--- src/rtl/vga_timing.sv ---
// Raster timing generator: pixel position counters plus registered sync, visible and
// line/frame start strobes, all decoded from the next position so they align with x,y.
module vga_timing #(
  parameter int unsigned H_VISIBLE = 640,
  parameter int unsigned H_FRONT   = 16,
  parameter int unsigned H_SYNC    = 96,
  parameter int unsigned H_BACK    = 48,
  parameter int unsigned V_VISIBLE = 480,
  parameter int unsigned V_FRONT   = 10,
  parameter int unsigned V_SYNC    = 2,
  parameter int unsigned V_BACK    = 33,
  parameter bit          HSYNC_POL = 1'b0,
  parameter bit          VSYNC_POL = 1'b0
) (
  input  logic       clk,
  input  logic       rst,
  input  logic       pix_en,
  output logic       hsync,
  output logic       vsync,
  output logic       visible,
  output logic [9:0] x,
  output logic [9:0] y,
  output logic       line_start,
  output logic       frame_start
);

  localparam int unsigned H_TOTAL = H_VISIBLE + H_FRONT + H_SYNC + H_BACK;
  localparam int unsigned V_TOTAL = V_VISIBLE + V_FRONT + V_SYNC + V_BACK;

  localparam logic [9:0]  HLast     = 10'(H_TOTAL - 1);
  localparam logic [9:0]  VLast     = 10'(V_TOTAL - 1);
  // 11-bit bounds so a sync region ending exactly at 1024 still compares correctly
  localparam logic [10:0] HVis      = 11'(H_VISIBLE);
  localparam logic [10:0] HSyncBeg  = 11'(H_VISIBLE + H_FRONT);
  localparam logic [10:0] HSyncEnd  = 11'(H_VISIBLE + H_FRONT + H_SYNC);
  localparam logic [10:0] VVis      = 11'(V_VISIBLE);
  localparam logic [10:0] VSyncBeg  = 11'(V_VISIBLE + V_FRONT);
  localparam logic [10:0] VSyncEnd  = 11'(V_VISIBLE + V_FRONT + V_SYNC);

  logic [9:0] h_q, h_d;
  logic [9:0] v_q, v_d;
  logic       hsync_q, vsync_q, visible_q, line_start_q, frame_start_q;
  logic       vis_d, hact_d, vact_d;

  always_comb begin
    h_d = h_q + 10'd1;
    v_d = v_q;
    if (h_q == HLast) begin
      h_d = '0;
      v_d = (v_q == VLast) ? '0 : v_q + 10'd1;
    end
  end

  always_comb begin
    vis_d  = ({1'b0, h_d} < HVis) && ({1'b0, v_d} < VVis);
    hact_d = ({1'b0, h_d} >= HSyncBeg) && ({1'b0, h_d} < HSyncEnd);
    vact_d = ({1'b0, v_d} >= VSyncBeg) && ({1'b0, v_d} < VSyncEnd);
  end

  always_ff @(posedge clk) begin
    if (rst) begin
      h_q           <= HLast;
      v_q           <= VLast;
      visible_q     <= 1'b0;
      hsync_q       <= ~HSYNC_POL;
      vsync_q       <= ~VSYNC_POL;
      line_start_q  <= 1'b0;
      frame_start_q <= 1'b0;
    end else begin
      // Strobes are single-cycle and drop while the position is held
      line_start_q  <= 1'b0;
      frame_start_q <= 1'b0;
      if (pix_en) begin
        h_q           <= h_d;
        v_q           <= v_d;
        visible_q     <= vis_d;
        hsync_q       <= hact_d ? HSYNC_POL : ~HSYNC_POL;
        vsync_q       <= vact_d ? VSYNC_POL : ~VSYNC_POL;
        line_start_q  <= (h_d == '0);
        frame_start_q <= (h_d == '0) && (v_d == '0);
      end
    end
  end

  assign x           = h_q;
  assign y           = v_q;
  assign hsync       = hsync_q;
  assign vsync       = vsync_q;
  assign visible     = visible_q;
  assign line_start  = line_start_q;
  assign frame_start = frame_start_q;

endmodule

--- config.mk ---
export PLATFORM = sky130hd
export DESIGN_NAME = vga_timing
export DESIGN_NICKNAME = d
export VERILOG_FILES = /design/src/rtl/vga_timing.sv
export SDC_FILE = /design/constraint.sdc
export NUM_CORES = 1
export LEC_CHECK = 0
export CORE_MARGIN = 2
export CORE_UTILIZATION = 40
export DETAILED_ROUTE_END_ITERATION = 12
export GPL_ROUTABILITY_DRIVEN = 1
export PLACE_DENSITY = 0.65
export SLEW_MARGIN = 15
export SYNTH_ARGS = -nofsm -noshare
export SYNTH_HDL_FRONTEND = slang
export SYNTH_SLANG_ARGS = --single-unit
--- constraint.sdc ---
create_clock -name clk -period 2.5 [get_ports clk]
set_clock_uncertainty 0.15 [all_clocks]
set_input_delay 0.75 -clock clk [delete_from_list [all_inputs] [get_ports clk]]
set_output_delay 0.75 -clock clk [all_outputs]
set_load 0.1 [all_outputs]
==> results of run 1 <==
-- flip-flops by register name (all words and copies together) (netlist names) --
signal / flops
frame_start: 1
vsync: 1
line_start: 1
visible: 1
y: 10
hsync: 1
x: 10
-- per-layer routing --
metal,track usage,up-vias
met5,0,-
met4,0.07051,0
met3,0.01890,5
met2,0.2885,53
met1,0.2842,790
li1,-,848
-- power groups by stage --
stage	sequential, W	combinational, W	clock, W
2_1_floorplan	0.000624	0.000298	0
3_3_place_gp	0.000479	0.000603	0
3_5_place_dp	0.000479	0.000605	0
4_1_cts	0.000470	0.000607	0.000256
5_1_grt	0.000477	0.000657	0.000272
6_report	0.000471	0.000611	0.000246
-- kinds of logic (layout without fill, tap and decap cells) --
| group | Yosys count | count (layout) |
|---|---|---|
| compound gates | 56 | 56 |
| flops | 25 | 25 |
| xor+xnor | 12 | 12 |
| mux | 1 | 1 |
| fa+ha+maj | 4 | 4 |
| buf+inv | 23 | 58 |
| simple gates | 89 | 89 |
-- cell type report --
cell class                      instances  area (µm²)
Multi-Input combinational cell        162        1116
Inverter                                7       26.28
Fill cell                             400        1859
Tap cell                               50       62.56
Timing Repair Buffer                   47       432.9
Sequential cell                        25       544.3
Clock buffer                            4       45.04
-- synth_stat cells (all sizes together), types with 2 or more instances --
master	count	area share
a211o	3	0.016
a21oi	16	0.046
a221o	2	0.012
a311oi	2	0.010
a31oi	5	0.018
and3	3	0.011
and4	4	0.020
buf	5	0.026
clkbuf	11	0.036
dfxtp	25	0.29
ha	3	0.022
inv	6	0.013
nand2	15	0.037
nand3	12	0.035
nand4	6	0.025
nor2	21	0.047
nor2b	3	0.011
nor3	5	0.021
nor4	7	0.046
nor4b	2	0.010
o21ai	12	0.035
o21bai	2	0.0087
o31ai	2	0.0087
or3	3	0.011
or4b	2	0.014
xnor2	8	0.045
xor2	4	0.020
-- per-stage QoR --
| step | std cells | power [W] |
|---|---|---|
| 2_1_floorplan | 210 | 0.0009217 |
| 3_3_place_gp | 291 | 0.001082 |
| 3_5_place_dp | 291 | 0.001084 |
| 4_1_cts | 295 | 0.001333 |
| 5_1_grt | 295 | 0.001406 |
| 6_report | 295 | 0.001328 |
-- worst paths after layout --
check | from | end | slack [ns]
worst min register to register | x[0] | x[0] | 0.34
worst min-delay path | x[0] | x[0] | 0.34
worst max register to register | x[6] | vsync | 0.13
worst max-delay path | x[6] | vsync | 0.13
-- worst reg2reg max path: cells and delay by family (launching register included) --
family,cells,cell delay (ns)
flip-flops,1,0.39
AND/OR/NAND/NOR,3,1.15
AO/OA/AOI/OAI,2,0.41
XOR/XNOR,1,0.17
==> results.md, run 1 <==
- Post-CTS Hold Fix Bufs: 0
- Share of cells above drive strength 1: 0.3347
- Async SR Flop Fraction: 0
- Fraction of synthesized area in multiplexers: 0.006536
- Worst-margin pin slew: between 0.5 and 0.6 ns
- Routed Wire Length: around 4400 µm
- Critical path depth: 6
- # nets final: 252
- Drt wl/cell: around 15 µm
- Initial antenna violation count: 0
- Fin crit share: 0.9497
- Tightest Hold Check Type: flip-flop to flip-flop
- Max Cap Viol: 0
- Placed inst area: 0.002176 mm²
- Netlist area before placement: roughly 0.0017 mm²
- Critical path cell sequence: or4b_4, nor4_4, and4_1, xnor2_1, o22ai_1, o31a_1
- Die ar.: between 0.004 and 0.005 mm²
- First-pass GRT wire length: 7741 µm
- Clk pwr share: 0.185
- Post-route ant nets: 0
- Syn-to-layout area delta: 29.27%
- DIE HEIGHT: 69.63 µm
- Cell area after layout: around 0.0022 mm²
- EDFF count, synth: 0
- Worst path top cell family by delay: simple AND/OR/NAND/NOR gates
- DP Worst Slack: just under 0.03 ns
- WP data arrival: 2.39 ns
- Most common cell after layout, fill and taps aside: buf_4
- Postcts setup bufs: 0
- Critical path class: flip-flop to flip-flop
- IO buf count: 27
- Post-Synth Adder-Cell Area: 0.02760
- YS warnings: 0
- Post-Synth Simple-Gate Area: 0.3174
- Worst reg2reg path depth: 6
- Post-Syn Area per Cell: approximately 8.2 µm²
- WHS Path Cells: 1
- Distinct cells, synth: 59
- Compound-cell area share of the yosys netlist: 0.2157
- Net switching power: between 0.0005 and 0.0006 W
- Num CTS Buffers: 3
- Met3 WL post-DR: about 200 µm
- Die Width: roughly 70 µm
- Cells after Synth: 210
- P_int: between 0.0007 and 0.0008 W
- Number of global-route vias before repair: ~1.6k
- Later-pin clock latency in the skew report: 0.27 ns
- Core Util, Final: 0.5450
- Placer Congestion: ~0.84
- Xor-xnor portion of the synthesized cell area: 0.06536
- Fmax: about 420 MHz
- Hold slack: roughly 0.34 ns
- Ys flop type: dfxtp_1
- Met1 WL: around 2200 µm
- Pins Over Slew Limit: 0
- Seq cells post-synth: 25
- Status: complete, no violations
- Crit-path slowest cell: or4b_4
- Highest Signal Layer: met4
- Combinational power share: 0.460
- RSZ-0062 raised after global routing: no
- Final hold violations: 0
- Maximum clock path buffer count: 2
- Final setup viols: 0
- Mapped Nets: about 220
- Row count: 23
- Clk sinks: 25
- CTS tree: done
- Total GRT Usage: 0.1925
- PnR worst setup slack: between 0.1 and 0.15 ns
- Largest net degree at the start of global routing: 24
- DRT iter0 DRCs: ~120
- Wire length on met2: between 1500 and 2000 µm
- Worst vdd ir: 0.2983 mV
- Worst Setup End Kind: flip-flop
- Clock root buffer: clkbuf_8
- Worst-path maximum fanout: 9
- Core Box Area: about 0.0041 mm²
- Clk slew on worst S/H paths: 0.09 ns
- Leak pwr: ~0.84 nW
- Post-route DRC: 0
- Setup total negative slack: 0 ns
- Power share of the sequential group: 0.355
- Via count: roughly 1.7k
- Sw Ratio: 0.4320
- Register area share after synthesis: 0.2905
- Starting Density: 0.4216
- Post-cts sizing count: 0
- CP Launch Type: flip-flop
- H-Tree Depth: 1
- First-pass DRT Iterations: 4
- Hpwl dp: about 3300 µm
- Final min period: 2.374 ns
- I/O Pins: 28
- Remaining global-route overflow: 0
- Via density per instance: between 5 and 6
- Final antenna diode count: 0
- Commonest non-fill, non-tap cells in the layout: 39 x buf_4, 20 x nor2_1, 16 x a21oi_1
- Critical path buffers and inverters: 0
- CP peak stage delay: around 0.60 ns
- Largest family of logic cells by synthesized area: simple AND/OR/NAND/NOR gates
- Rel. slew slack: 0.6563
- PwrDens: just under 600 mW/mm²
- Worst path required time: 2.52 ns
Note: power is estimated with default switching activity, not from simulation.
==> run 2: changes to the inputs <==
--- a/config.mk
+++ b/config.mk
@@ -7,6 +7,8 @@
 export LEC_CHECK = 0
 export CORE_MARGIN = 2
 export CORE_UTILIZATION = 40
+export CTS_BUF_LIST = sky130_fd_sc_hd__clkbuf_16
+export CTS_CLUSTER_DIAMETER = 150
 export DETAILED_ROUTE_END_ITERATION = 12
 export GPL_ROUTABILITY_DRIVEN = 1
 export PLACE_DENSITY = 0.65
==> results.md, run 2 (same netlist as run 1, synthesis figures left out) <==
- Hold slack: 0.3364 ns (-0.004733 ns)
- Critical path cell sequence: or4b_4, nor4_4, and4_1, xnor2_1, o22ai_1, o31a_1
- Postcts setup bufs: 0 (unchanged)
- Critical path class: flip-flop to flip-flop
- CP Launch Type: flip-flop
- Worst Setup End Kind: flip-flop
- Commonest non-fill, non-tap cells in the layout: 39 x buf_4, 20 x nor2_1, 16 x a21oi_1
- Row count: 23 (unchanged)
- CP peak stage delay: 0.60 ns (about the same)
- Pins Over Slew Limit: 0 (unchanged)
- Cell area after layout: 0.002261 mm² (+1.5%)
- Worst vdd ir: 0.3175 mV (+6.4%)
- Worst path top cell family by delay: simple AND/OR/NAND/NOR gates
- Clk sinks: 25 (unchanged)
- Total GRT Usage: 0.1940 (+0.001508)
- WHS Path Cells: 1 (unchanged)
- Later-pin clock latency in the skew report: 0.26 ns (about the same)
- Status: complete, no violations
- CTS tree: done
- Fmax: 421.8 MHz (+0.16%)
- # nets final: 252 (unchanged)
- Share of cells above drive strength 1: 0.3347 (unchanged)
- Final setup viols: 0 (unchanged)
- DRT iter0 DRCs: 128 (+3.2%)
- Worst path required time: 2.50 ns (-0.02 ns)
- Leak pwr: 0.8564 nW (+2.3%)
- Num CTS Buffers: 3 (unchanged)
- Die Width: 69.63 µm (unchanged)
- Critical path depth: 6 (unchanged)
- Most common cell after layout, fill and taps aside: buf_4
- DIE HEIGHT: 69.63 µm (unchanged)
- PwrDens: 637.4 mW/mm² (+6.9%)
- Clock root buffer: clkbuf_16
- Largest net degree at the start of global routing: 24 (unchanged)
- Finished Layout Cells: 295 (unchanged)
- Post-route DRC: 0 (unchanged)
- Worst-path maximum fanout: 9 (unchanged)
- Fin crit share: 0.9482 (-0.001495)
- Tightest Hold Check Type: flip-flop to flip-flop
- Maximum clock path buffer count: 2 (unchanged)
- Placer Congestion: 0.8382 (unchanged)
- Placed inst area: 0.002176 mm² (unchanged)
- H-Tree Depth: 1 (unchanged)
- Clk slew on worst S/H paths: 0.06 ns (-0.03 ns)
- First-pass DRT Iterations: 4 (unchanged)
- Dpl cells: 291 (unchanged)
- Max Cap Viol: 0 (unchanged)
- I/O Pins: 28 (unchanged)
- Via count: 1700 (+0.24%)
- Core Util, Final: 0.5533 (+0.008267)
- Starting Density: 0.4216 (unchanged)
- Post-route ant nets: 0 (unchanged)
- Post-cts sizing count: 0 (unchanged)
- Number of global-route vias before repair: 1578 (+0.45%)
- Hpwl dp: 3313 µm (unchanged)
- IO buf count: 27 (unchanged)
- Via density per instance: 5.763 (+0.24%)
- RSZ-0062 raised after global routing: no
- Final min period: 2.371 ns (-0.003738 ns)
- Worst-margin pin slew: 0.5282 ns (+0.01663 ns)
- WP data arrival: 2.37 ns (-0.02 ns)
- Remaining global-route overflow: 0 (unchanged)
- Rel. slew slack: 0.6452 (-0.01117)
- Initial antenna violation count: 0 (unchanged)
- Die ar.: 0.004848 mm² (unchanged)
- First-pass GRT wire length: 7776 µm (+0.45%)
- PnR worst setup slack: 0.1294 ns (+0.003738 ns)
- Core Box Area: 0.004086 mm² (unchanged)
- Final antenna diode count: 0 (unchanged)
- Post-CTS Hold Fix Bufs: 0 (unchanged)
- Routed Wire Length: 4428 µm (-0.14%)
- Final hold violations: 0 (unchanged)
- Syn-to-layout area delta: 31.23%
- Crit-path slowest cell: or4b_4
- Worst reg2reg path depth: 6 (unchanged)
- Critical path buffers and inverters: 0 (unchanged)
- DP Worst Slack: 0.02954 ns (unchanged)
- Drt wl/cell: 15.01 µm (-0.14%)
## run 2: changes by cell type in the layout (fill, tap and decap cells not counted)
cell	before	now
clkbuf_1	1	0
clkbuf_8	3	0
clkbuf_16	0	3
inv_1	6	7
## run 2: worst paths after layout
check / from / endpoint / slack (ns)
setup / recovery: x[6] / vsync / 0.13
hold / removal: visible / visible / 0.34
setup reg to reg: x[6] / vsync / 0.13
hold reg to reg: visible / visible / 0.34
## run 2: power by group
part | internal, W | leakage, nW | total (W) | switching, W
sequential | 0.000424 | 0.208 | 0.000472 | 0.0000478
clock | 0.000214 | 0.0423 | 0.000357 | 0.000143
combinational | 0.000217 | 0.606 | 0.000612 | 0.000395
## run 2: metal layers
metal / vias to the layer above / GRT usage / part of all wire
met3: 5 / 0.02326 / 0.039
met1: 795 / 0.2851 / 0.51
met2: 51 / 0.2895 / 0.43
li1: 849 / - / -
met5: - / 0 / 0
met4: 0 / 0.07051 / 0.015
## run 2: cell type report
type,instances,area (µm²)
Sequential cell,25,544.3
Multi-Input combinational cell,162,1116
Fill cell,391,1826
Clock inverter,1,3.754
Timing Repair Buffer,47,432.9
Inverter,7,26.28
Clock buffer,3,75.07
Tap cell,50,62.56
## run 2: through the flow
| step | setup TNS [ns] | total power, W |
|---|---|---|
| final | 0 | 0.001441 |
| after CTS | 0 | 0.001444 |
| after detailed placement | 0 | 0.001084 |
| after global placement | 0 | 0.001082 |
| after global routing | 0 | 0.001520 |
| after floorplan | -0.005941 | 0.0009217 |
## run 2: worst register-to-register path, cell delays in order, from the launching register on
cell,delay [ns]
dfxtp_4,0.38
or4b_4,0.60
nor4_4,0.26
and4_1,0.30
xnor2_1,0.17
o22ai_1,0.13
o31a_1,0.28
